$ cat src/rtl/mpe_pkg.sv
// Shared types and helpers for the multiphase enable sequencer.
package mpe_pkg;

  // Sequencer states: waiting for start, driving a phase enable, or in the quiet gap after a phase.
  typedef enum logic [1:0] {
    IDLE   = 2'd0,
    ACTIVE = 2'd1,
    GAP    = 2'd2
  } state_t;

  // Phase counts are handled in a 5-bit container so that NUM_PHASES up to 16 fits.
  localparam int PHASE_REQ_W = 5;

  // Requests of zero or beyond the maximum fall back to the full phase count.
  function automatic logic [PHASE_REQ_W-1:0] clamp_phases(
    input logic [PHASE_REQ_W-1:0] req,
    input logic [PHASE_REQ_W-1:0] max_phases
  );
    if (req == '0 || req > max_phases) begin
      return max_phases;
    end
    return req;
  endfunction

endpackage

$ cat src/rtl/phase_timer.sv
// Loadable down-counter that times phase widths and inter-phase gaps.
module phase_timer #(
  parameter int CNT_W = 4
) (
  input  logic             Clk,
  input  logic             Rst_n,
  input  logic             load,
  input  logic [CNT_W-1:0] load_val,
  input  logic             en,
  output logic [CNT_W-1:0] count,
  output logic             zero
);

  logic [CNT_W-1:0] cnt_q;

  // Load takes priority; otherwise count down and park at zero.
  always_ff @(posedge Clk or negedge Rst_n) begin
    if (!Rst_n) begin
      cnt_q <= '0;
    end else if (load) begin
      cnt_q <= load_val;
    end else if (en && cnt_q != '0) begin
      cnt_q <= cnt_q - CNT_W'(1);
    end
  end

  assign count = cnt_q;
  assign zero  = (cnt_q == '0);

endmodule

$ cat src/rtl/multiphase_enable_seq.sv
// Generates non-overlapping one-hot phase enables from a single clock.
// Downstream stages use these as clock enables instead of multiphase clocks.
module multiphase_enable_seq
  import mpe_pkg::*;
#(
  parameter int NUM_PHASES = 4,
  parameter int CNT_W      = 4,
  parameter int IDX_W      = 2
) (
  input  logic                  Clk,
  input  logic                  Rst_n,
  input  logic                  start,
  input  logic                  stop,
  input  logic [CNT_W-1:0]      cfg_width,
  input  logic [CNT_W-1:0]      cfg_gap,
  input  logic [IDX_W:0]        cfg_phases,
  output logic [NUM_PHASES-1:0] phase_en,
  output logic [IDX_W-1:0]      phase_idx,
  output logic                  round_done,
  output logic                  busy
);

  localparam logic [PHASE_REQ_W-1:0] MAX_PHASES = PHASE_REQ_W'(NUM_PHASES);

  state_t           state;
  logic             stop_pend;

  // Config captured at start so mid-run changes on the cfg inputs are ignored.
  logic [CNT_W-1:0] width_m1_s;
  logic [CNT_W-1:0] gap_s;
  logic [IDX_W-1:0] last_idx_s;

  // Config as it would be captured this cycle, used when leaving IDLE.
  logic [CNT_W-1:0]       cfg_width_m1;
  logic [PHASE_REQ_W-1:0] cfg_eff_phases;
  logic [IDX_W-1:0]       cfg_last_idx;

  logic             tmr_load;
  logic [CNT_W-1:0] tmr_load_val;
  logic             tmr_en;
  logic [CNT_W-1:0] tmr_count;
  logic             tmr_zero;

  state_t           nxt_state;
  logic [IDX_W-1:0] nxt_idx;
  logic [CNT_W-1:0] nxt_cnt;
  logic [IDX_W-1:0] nxt_last_idx;
  logic [CNT_W-1:0] nxt_gap;
  logic             nxt_round_last;
  logic             stop_req;

  assign cfg_width_m1   = (cfg_width == '0) ? '0 : cfg_width - CNT_W'(1);
  assign cfg_eff_phases = clamp_phases(PHASE_REQ_W'(cfg_phases), MAX_PHASES);
  assign cfg_last_idx   = IDX_W'(cfg_eff_phases - PHASE_REQ_W'(1));
  assign stop_req       = stop_pend | stop;

  phase_timer #(
    .CNT_W(CNT_W)
  ) u_timer (
    .Clk     (Clk),
    .Rst_n   (Rst_n),
    .load    (tmr_load),
    .load_val(tmr_load_val),
    .en      (tmr_en),
    .count   (tmr_count),
    .zero    (tmr_zero)
  );

  // Next-state decision plus a look-ahead of the timer so that round_done can be
  // registered into the exact cycle that closes the round.
  always_comb begin
    nxt_state      = state;
    nxt_idx        = phase_idx;
    tmr_load       = 1'b0;
    tmr_load_val   = '0;
    tmr_en         = 1'b0;
    nxt_last_idx   = last_idx_s;
    nxt_gap        = gap_s;
    nxt_round_last = 1'b0;

    case (state)
      IDLE: begin
        nxt_last_idx = cfg_last_idx;
        nxt_gap      = cfg_gap;
        if (start && !stop) begin
          nxt_state    = ACTIVE;
          nxt_idx      = '0;
          tmr_load     = 1'b1;
          tmr_load_val = cfg_width_m1;
        end
      end
      ACTIVE, GAP: begin
        if (!tmr_zero) begin
          tmr_en = 1'b1;
        end else if (state == ACTIVE && gap_s != '0) begin
          nxt_state    = GAP;
          tmr_load     = 1'b1;
          tmr_load_val = gap_s - CNT_W'(1);
        end else if (phase_idx == last_idx_s) begin
          if (stop_req) begin
            nxt_state = IDLE;
          end else begin
            nxt_state    = ACTIVE;
            nxt_idx      = '0;
            tmr_load     = 1'b1;
            tmr_load_val = width_m1_s;
          end
        end else begin
          nxt_state    = ACTIVE;
          nxt_idx      = phase_idx + IDX_W'(1);
          tmr_load     = 1'b1;
          tmr_load_val = width_m1_s;
        end
      end
      default: begin
        nxt_state = IDLE;
      end
    endcase

    if (tmr_load) begin
      nxt_cnt = tmr_load_val;
    end else if (tmr_en) begin
      nxt_cnt = tmr_count - CNT_W'(1);
    end else begin
      nxt_cnt = tmr_count;
    end

    if (nxt_state != IDLE && nxt_cnt == '0 && nxt_idx == nxt_last_idx &&
        (nxt_state == GAP || nxt_gap == '0)) begin
      nxt_round_last = 1'b1;
    end
  end

  // FSM state, shadow config and registered outputs.
  always_ff @(posedge Clk or negedge Rst_n) begin
    if (!Rst_n) begin
      state      <= IDLE;
      stop_pend  <= 1'b0;
      phase_en   <= '0;
      phase_idx  <= '0;
      round_done <= 1'b0;
      busy       <= 1'b0;
      width_m1_s <= '0;
      gap_s      <= '0;
      last_idx_s <= '0;
    end else begin
      state      <= nxt_state;
      phase_idx  <= nxt_idx;
      phase_en   <= (nxt_state == ACTIVE) ? (NUM_PHASES'(1) << nxt_idx) : '0;
      busy       <= (nxt_state != IDLE);
      round_done <= nxt_round_last;
      if (nxt_state == IDLE) begin
        stop_pend <= 1'b0;
      end else if (state != IDLE && stop) begin
        stop_pend <= 1'b1;
      end
      if (state == IDLE && nxt_state == ACTIVE) begin
        width_m1_s <= cfg_width_m1;
        gap_s      <= cfg_gap;
        last_idx_s <= cfg_last_idx;
      end
    end
  end

endmodule
$ cat config.mk
export PLATFORM = sky130hd
export DESIGN_NAME = multiphase_enable_seq
export DESIGN_NICKNAME = d
export VERILOG_FILES = /design/src/rtl/mpe_pkg.sv /design/src/rtl/phase_timer.sv /design/src/rtl/multiphase_enable_seq.sv
export SDC_FILE = /design/constraint.sdc
export NUM_CORES = 1
export LEC_CHECK = 0
export BUFFER_PORTS_ARGS = -buffer_cell sky130_fd_sc_hd__buf_2
export CAP_MARGIN = 10
export CORE_ASPECT_RATIO = 0.5
export CORE_MARGIN = 1.5
export CORE_UTILIZATION = 30
export DETAILED_ROUTE_END_ITERATION = 10
export PLACE_DENSITY = 0.59
export SYNTH_ARGS = -nofsm -noshare
export SYNTH_HDL_FRONTEND = slang
export SYNTH_SLANG_ARGS = --single-unit
export TNS_END_PERCENT = 5
$ cat constraint.sdc
create_clock -name Clk -period 2.3 [get_ports Clk]
set_input_delay 0.46 -clock Clk [delete_from_list [all_inputs] [get_ports Clk]]
set_output_delay 0.46 -clock Clk [all_outputs]
set_load 0.01 [all_outputs]
==> flow_summary.json, run 1 <==
{
  "drcViolationCount": 0,
  "cp-startpoint": "u_timer.count[0]$_DFFE_PN0P_",
  "synth-seq-cells": 25,
  "required_ns": 2.46,
  "syn_nets": 183,
  "cp-end-kind": "flip-flop",
  "clk-insertion-delay-late_ns": 0.27,
  "rsz0062_at_grt": "true",
  "wirelength_um": 4160,
  "drv_cap": 0,
  "p_per_area_mw_per_mm2": 1500,
  "num_rows": 18,
  "synthCells": 162,
  "worst_ep_arrival_time_ns": 2.45,
  "grt_max_degree": 26,
  "syn_area_mm2": 0.00165,
  "final_common_cell": "dfrtp_1",
  "clkPwrFrac": 0.080,
  "grt_overflow": 0,
  "cp_top_family": "simple AND/OR/NAND/NOR gates",
  "dp_slack_ns": -0.0615,
  "final_antenna_net_count": 0,
  "leakage_nw": 1.03,
  "grt_usage": 0.136,
  "synth_ff_type": "dfrtp_1",
  "grt_pass1_wl_um": 6400,
  "status": "finished clean",
  "worstReg2RegStart": "u_timer.count[0]$_DFFE_PN0P_",
  "crit_buf_inv": 2,
  "core_area_mm2": 0.00511,
  "p_seq_frac": 0.233,
  "min_period_ns": 2.29,
  "wl_met3_um": 153,
  "hpwl_um": 3010,
  "drt-initial-drc-count": 43,
  "synth_edf_count": 0,
  "htreeDepth": 1,
  "total_power_w": 0.00328,
  "gp_congestion": 0.834,
  "synthArstFlopShare": 1.00,
  "synth_area_leaders": "dfrtp_1, mux2_4, ha_1",
  "ir_worst_vdd_uv": 392,
  "dieHeight_um": 55.5,
  "setup_violations": 0,
  "vias_per_cell": 4.97,
  "pin_count": 23,
  "vias": 1392,
  "final_layout_size_suffix_gt1_frac": 0.438,
  "synth_top_area_cell": "dfrtp_1",
  "clockBufferDepth": 2,
  "root_buffer": "clkbuf_8",
  "fin_skew_ns": 0.00605,
  "dieWidth_um": 108,
  "seq_area_frac_synth": 0.379,
  "maxSlewViolCount": 0,
  "crit_path_start_kind": "flip-flop",
  "syn_to_final_growth_pct": 32.6,
  "drt_first_pass_iters": 4,
  "path_cells": "inv_2, ha_2, or3b_4, a22oi_2, a2bb2oi_2, nor3b_4, buf_4, nand2_4, mux2_4",
  "wl_met2_um": 1800,
  "crit_fanout": 5,
  "cts.clk_slew.worst_paths_ns": 0.09,
  "yosysTopAreaCellShare": 0.379,
  "syn_avg_cell_area_um2": 10.2,
  "cts_buffers": 3,
  "power.internal_w": 0.00191,
  "post_drt_wl_per_cell_um": 14.8,
  "hp-class": "in2async",
  "dieArea_mm2": 0.00599,
  "critPathMaxStageDelay_ns": 0.41,
  "cts_tree": "done",
  "comb_power_share": 0.686,
  "start_util": 0.323,
  "clock.fmax_ghz": 0.437,
  "critPathKind": "reg2reg",
  "grt_pass1_vias": 1330,
  "cp_slowest_cell": "or3b_4",
  "wl_met1_um": 2180,
  "cts_sinks": 25,
  "period_share": 0.995,
  "nNetsFinal": 232,
  "diodes": 0,
  "hold_violations": 0,
  "yosysWarnings": 0,
  "synth_cell_types": 54,
  "port_buffers": 22,
  "slew_headroom": 0.611,
  "fin_ws_ns": 0.0123,
  "antenna_found_initial": 0,
  "power_switching_w": 0.00137,
  "p_sw_frac": 0.418,
  "routed.top_layer": "met4",
  "mostFrequentLayoutCells": "dfrtp_1, buf_4, buf_2",
  "tightest_slew_ns": 0.584
}
## final timing paths
path / to / slack, ns / cells after the start
max: last_idx_s[0]$_DFFE_PN0P_ / 0.01 / 9
min: u_timer.count[0]$_DFFE_PN0P_ / 0.18 / 1
max reg2reg: last_idx_s[0]$_DFFE_PN0P_ / 0.01 / 9
min reg2reg: stop_pend$_DFFE_PN0P_ / 0.50 / 1
max in group asynchronous: phase_en[2]$_DFF_PN0_ / 1.73 / 1
min in group Clk: gap_s[2]$_DFFE_PN0P_ / 0.43 / 2
## synthesized netlist by cell type, types with 3 or more instances
master and number:
mux2i_1 3, a21oi_1 8, ha_1 6, dfrtp_1 25, o21ai_0 3, xnor2_1 4
inv_1 10, nand2b_1 6, nor2_1 13, a221oi_1 3, and2_1 3, nand2_1 11
nand3_1 4, nor3_1 6, mux2_4 10
## flip-flops by register name, summed over array words and instances (netlist names)
| register | cells |
|---|---|
| u_timer.count | 4 |
| width_m1_s | 4 |
| phase_idx | 2 |
| round_done | 1 |
| stop_pend | 1 |
| last_idx_s | 2 |
| gap_s | 4 |
| phase_en | 4 |
| busy | 1 |
| state | 2 |
## cell families (layout without fill, tap and decap cells)
kind of cell               count (synthesis)  after routing  synth area share
AOI/OAI and AO/OA                         37             37             0.182
and+or+nand+nor                           63             64             0.226
DFF                                       25             25             0.379
buffers and inverters                     13             60            0.0326
muxes                                     13             13             0.109
xor gates and xnor gates                   5              5            0.0265
adders and majority gates                  6              6            0.0454
## worst register-to-register path, cell delays in order, from the launching register on
cell and delay [ns]:
dfrtp_1 0.40, inv_2 0.07, ha_2 0.18, or3b_4 0.41
a22oi_2 0.15, a2bb2oi_2 0.21, nor3b_4 0.22, buf_4 0.15
nand2_4 0.09, mux2_4 0.31
## repair_timing
action	CTS	global route
hold buffers	0	0
endpoints found under the setup margin	11	13
pin swaps	2	10
resized for setup	2	23
cloned	0	1
buffers inserted	1	8
## per-stage QoR
stage	instances	instance area, µm²	utilization	hold slack, ns	TNS [ns]
floorplan	162	1650	-	0.164	0
CTS	271	2010	0.394	0.191	-0.0369
global route	280	2190	0.429	0.222	-0.760
detailed placement	266	1950	0.381	0.482	-0.110
global placement	266	1950	0.381	0.470	-0.0908
finish	280	2190	0.429	0.177	0
## area by class of cell
class	instances	area, µm²
clock buffers	4	45.0
flip-flops and latches	25	626
multi-input cells	125	1110
well taps	70	87.6
inverters	10	37.5
repair buffers	46	290
fillers	497	2920
## power by group through the flow
stage | clock network, W | logic, W | registers (W)
floorplan | 0 | 0.00130 | 0.000747
global placement | 0 | 0.00182 | 0.000753
detailed placement | 0 | 0.00184 | 0.000754
CTS | 0.000275 | 0.00189 | 0.000748
global route | 0.000288 | 0.00243 | 0.000789
finish | 0.000264 | 0.00225 | 0.000765
## routing by layer
layer,vias up,GRT usage
met3,4,0.0272
met1,661,0.209
met2,33,0.190
met4,0,0.0376
met5,-,0
li1,694,-
(Power assumes the default switching activity.)
==> run 2: changes to the inputs <==
PLACE_DENSITY = 0.57   (was 0.59)
clock period = 2.7 ns   (was 2.3 ns; I/O delays follow)
==> flow_summary.json, run 2 (synthesis gave the netlist of run 1 again) <==
{
  "setup_violations": 0,
  "critPathMaxStageDelay_ns": 0.46,
  "leakage_nw": 0.896,
  "path_cells": "inv_1, ha_1, nand2_1, nor3_4, o211ai_1, a221oi_1, o22ai_1, nor4_1",
  "cts_tree": "done",
  "antenna_found_initial": 0,
  "clock.fmax_ghz": 0.407,
  "port_buffers": 22,
  "cp_top_family": "compound AO/OA/AOI/OAI gates",
  "root_buffer": "clkbuf_8",
  "grt_overflow": 0,
  "tightest_slew_ns": 0.583,
  "maxSlewViolCount": 0,
  "required_ns": 2.87,
  "fillers": 512,
  "dieWidth_um": 108,
  "dieHeight_um": 55.5,
  "drcViolationCount": 0,
  "hpwl_um": 2910,
  "ctsHoldBuffers": 0,
  "grt_usage": 0.131,
  "cp_slowest_cell": "a221oi_1",
  "dieArea_mm2": 0.00599,
  "syn_to_final_growth_pct": 16.0,
  "tns_ns": 0,
  "grt_pass1_vias": 1223,
  "cts_buffers": 3,
  "vias": 1318,
  "cts_sinks": 25,
  "fin_skew_ns": 0.0128,
  "worst_ep_arrival_time_ns": 2.63,
  "slew_headroom": 0.612,
  "pin_count": 23,
  "diodes": 0,
  "period_share": 0.910,
  "rsz0062_at_grt": "false",
  "post_cts_buffers": 0,
  "drt_first_pass_iters": 4,
  "cts_resized": 0,
  "final_antenna_net_count": 0,
  "gp_congestion": 0.891,
  "p_per_area_mw_per_mm2": 1220,
  "wirelength_um": 3730,
  "grt_max_degree": 26,
  "cts.clk_slew.worst_paths_ns": 0.10,
  "nNetsFinal": 210,
  "drv_cap": 0,
  "hold_violations": 0,
  "wl_met1_um": 1930,
  "mostFrequentLayoutCells": "dfrtp_1, buf_2, nor2_1",
  "cp-startpoint": "state[0]$_DFF_PN0_",
  "htreeDepth": 1,
  "status": "finished clean",
  "min_period_ns": 2.46,
  "clockBufferDepth": 2,
  "hp-class": "in2async",
  "routed.top_layer": "met4",
  "final_common_cell": "dfrtp_1",
  "core_area_mm2": 0.00511,
  "worstReg2RegStart": "state[0]$_DFF_PN0_",
  "crit_fanout": 8,
  "cp-end-kind": "flip-flop",
  "crit_path_start_kind": "flip-flop",
  "clk-insertion-delay-late_ns": 0.28,
  "final_layout_size_suffix_gt1_frac": 0.271,
  "start_util": 0.323,
  "wl_met2_um": 1520,
  "num_rows": 18,
  "drt-initial-drc-count": 76,
  "post_drt_wl_per_cell_um": 14.5,
  "crit_buf_inv": 1,
  "grt_pass1_wl_um": 6120,
  "vias_per_cell": 5.11,
  "critPathKind": "reg2reg",
  "final_util": 0.375,
  "wl_met3_um": 233,
  "ir_worst_vdd_uv": 325
}
-- run 2: cell types whose count changed in the layout (fill, tap and decap cells not counted), sizes merged --
cell,previous run,this run
buf,46,25
clkbuf,4,3
clkinvlp,0,1
nand2,13,12
-- run 2: path summary, 6_finish.rpt --
check / endpoint / slack (ns) / cells past startpoint
max in group asynchronous: state[1]$_DFF_PN0_ / 2.06 / 1
max: round_done$_DFF_PN0_ / 0.24 / 8
min: state[0]$_DFF_PN0_ / 0.25 / 1
min reg2reg: stop_pend$_DFFE_PN0P_ / 0.49 / 1
max reg2reg: round_done$_DFF_PN0_ / 0.24 / 8
min in group Clk: stop_pend$_DFFE_PN0P_ / 0.49 / 1
-- run 2: where the power goes --
| part | leakage [nW] | switching (W) | total, W | internal, W |
|---|---|---|---|---|
| combinational | 0.562 | 0.000742 | 0.00145 | 0.000709 |
| sequential | 0.313 | 0.000131 | 0.000653 | 0.000522 |
| clock | 0.0217 | 0.000129 | 0.000234 | 0.000105 |
| total | 0.896 | 0.00100 | 0.00234 | 0.00134 |
-- run 2: metal layers --
layer / up-vias / global-route usage
met1: 612 / 0.199
met5: - / 0
met2: 49 / 0.184
li1: 649 / -
met4: 0 / 0.0301
met3: 8 / 0.0331
-- run 2: cell type report --
class	count	area, µm²	area share
clock inverters	1	7.51	0.00392
flip-flops and latches	25	626	0.326
clock buffers	3	41.3	0.0215
well taps	70	87.6	0.0457
repair buffers	25	133	0.0692
multi-input cells	124	985	0.514
inverters	10	37.5	0.0196
-- run 2: per-stage QoR --
step	total power, W	worst slack (ns)	hold WS [ns]	cells	cell area, µm²
finish	0.00234	0.243	0.248	258	1920
global route	0.00252	0.0430	0.291	258	1920
CTS	0.00232	0.231	0.268	258	1910
detailed placement	0.00208	0.244	0.477	254	1860
global placement	0.00207	0.227	0.467	254	1860
floorplan	0.00175	0.516	0.244	162	1650
==> run 3: changes to the inputs <==
SYNTH_HIERARCHICAL = 1   (was default)
==> flow_summary.json, run 3 <==
{
  "ir_worst_vdd_uv": 559,
  "htreeDepth": 1,
  "post_cts_buffers": 0,
  "ctsHoldBuffers": 0,
  "status": "finished clean",
  "grt_max_degree": 26,
  "antenna_found_initial": 0,
  "core_area_mm2": 0.00511,
  "nNetsFinal": 235,
  "root_buffer": "clkbuf_8",
  "wirelength_um": 3610,
  "cts_sinks": 25,
  "crit_path_start_kind": "flip-flop",
  "clock.fmax_ghz": 0.411,
  "drt_first_pass_iters": 4,
  "crit_fanout": 7,
  "grt_pass1_wl_um": 6510,
  "start_util": 0.322,
  "yosysTopAreaCellShare": 0.380,
  "rsz0062_at_grt": "false",
  "synthArstFlopShare": 1.00,
  "leakage_nw": 0.930,
  "setup_violations": 0,
  "cts_tree": "done",
  "dieArea_mm2": 0.00597,
  "required_ns": 2.86,
  "drt-initial-drc-count": 78,
  "regArea_um2": 626,
  "vias": 1426,
  "post_drt_wl_per_cell_um": 12.8,
  "synth_edf_count": 0,
  "final_common_cell": "dfrtp_1",
  "worst_ep_arrival_time_ns": 2.60,
  "slew_headroom": 0.624,
  "clockBufferDepth": 2,
  "dieHeight_um": 55.4,
  "syn_area_mm2": 0.00165,
  "clk-insertion-delay-late_ns": 0.27,
  "min_period_ns": 2.43,
  "dieWidth_um": 108,
  "synth_most_common_cell": "dfrtp_1",
  "hp-class": "in2async",
  "tightest_slew_ns": 0.564,
  "cts.clk_slew.worst_paths_ns": 0.09,
  "synth_top_area_cell": "dfrtp_1",
  "grt_usage": 0.135,
  "fin_skew_ns": 0.00198,
  "drv_cap": 0,
  "layout.cells.non_filler": 282,
  "critPathKind": "reg2reg",
  "fillers": 515,
  "yosysWarnings": 6,
  "cts_buffers": 3,
  "cp_slowest_cell": "or4_4",
  "vias_per_cell": 5.06,
  "seq_area_frac_synth": 0.380,
  "path_cells": "inv_1, ha_1, nor3b_2, nor2b_2, buf_4, nand3_1, o21ai_0, a31oi_1, or4_4, a2111oi_2",
  "synthCells": 175,
  "grt_overflow": 0,
  "pin_count": 23,
  "drcViolationCount": 0,
  "whs_ns": 0.251,
  "synth-seq-cells": 25,
  "final_antenna_net_count": 0,
  "maxSlewViolCount": 0,
  "grt_pass1_vias": 1384,
  "critPathMaxStageDelay_ns": 0.43,
  "hold_violations": 0,
  "hpwl_um": 2870,
  "p_per_area_mw_per_mm2": 1310,
  "port_buffers": 22,
  "multi_input_area_um2": 922,
  "synth.top_cells.by_count": "dfrtp_1, nor2_1, inv_1",
  "cp_top_family": "simple AND/OR/NAND/NOR gates",
  "synth_ff_type": "dfrtp_1",
  "gp_congestion": 0.927,
  "cts_resized": 0,
  "synth_cell_types": 49,
  "final_layout_size_suffix_gt1_frac": 0.278,
  "syn_avg_cell_area_um2": 9.42,
  "num_rows": 18,
  "crit_buf_inv": 2,
  "syn_to_final_growth_pct": 19.9,
  "place_inst": 278,
  "mostFrequentLayoutCells": "dfrtp_1, buf_2, nor2_1",
  "diodes": 0,
  "synth_area_leaders": "dfrtp_1, ha_1, mux2_2",
  "syn_nets": 197,
  "period_share": 0.902,
  "cp-end-kind": "flip-flop",
  "tns_ns": 0
}
run 3: changes by cell type in the layout (fill, tap and decap cells not counted), sizes merged, moves of 3 or more:
cell,previous run,this run
buf,25,37
inv,10,19
nor2,13,20
nand2b,6,1
a21oi,8,12
nand2,12,8
o21ai,3,7
a222oi,0,3
and2,3,0
mux2,10,7
xor2,1,4
run 3: logic make-up (layout without fill, tap and decap cells):
family | after synthesis | in the layout | synth area share
DFF | 25 | 25 | 0.380
and+or+nand+nor | 58 | 58 | 0.200
xor gates and xnor gates | 7 | 7 | 0.0372
AOI/OAI and AO/OA | 45 | 45 | 0.202
adders and majority gates | 7 | 7 | 0.0531
muxes | 10 | 10 | 0.0661
buffers and inverters | 23 | 60 | 0.0623
run 3: path summary, 6_finish.rpt:
check	endpoint	slack, ns	depth (start not counted)	startpoint
max	round_done$_DFF_PN0_	0.27	10	u_timer/count[1]$_DFFE_PN0P_
min in group Clk	gap_s[0]$_DFFE_PN0P_	0.52	2	cfg_gap[0]
max in group asynchronous	busy$_DFF_PN0_	2.08	1	Rst_n
min	gap_s[3]$_DFFE_PN0P_	0.25	1	Rst_n
max reg2reg	round_done$_DFF_PN0_	0.27	10	u_timer/count[1]$_DFFE_PN0P_
min reg2reg	stop_pend$_DFFE_PN0P_	0.52	2	stop_pend$_DFFE_PN0P_
run 3: per-stage QoR:
step,total power (W),instance area [µm²],utilization,setup WS (ns)
2_1_floorplan,0.00186,1650,-,0.328
3_3_place_gp,0.00235,1930,0.377,0.280
3_5_place_dp,0.00236,1930,0.377,0.218
4_1_cts,0.00260,1970,0.386,0.190
5_1_grt,0.00284,1980,0.386,0.0601
6_report,0.00260,1980,0.386,0.265
run 3: power by group:
part / internal, W / leakage, nW / total, W / switching (W)
logic: 0.000809 / 0.590 / 0.00170 / 0.000891
registers: 0.000537 / 0.314 / 0.000676 / 0.000139
clock network: 0.000103 / 0.0255 / 0.000222 / 0.000118
run 3: layout make-up:
class,count,area share
multi-input combinational,127,0.467
timing repair buffer,37,0.113
clock buffer,3,0.0209
sequential,25,0.317
tap,70,0.0443
clock inverter,1,0.00253
inverter,19,0.0361
run 3: worst reg2reg max path, stage by stage (launching register included):
cell and delay [ns]:
dfrtp_1 0.41, inv_1 0.06, ha_1 0.22, nor3b_2 0.21
nor2b_2 0.21, buf_4 0.18, nand3_1 0.07, o21ai_0 0.09
a31oi_1 0.14, or4_4 0.43, a2111oi_2 0.31
run 3: per-layer routing:
| metal | vias up | part of all wire | track usage |
|---|---|---|---|
| met4 | 0 | 0.017 | 0.0432 |
| met1 | 667 | 0.50 | 0.185 |
| met3 | 7 | 0.034 | 0.0260 |
| met2 | 34 | 0.45 | 0.217 |
| met5 | - | 0 | 0 |
| li1 | 718 | - | - |
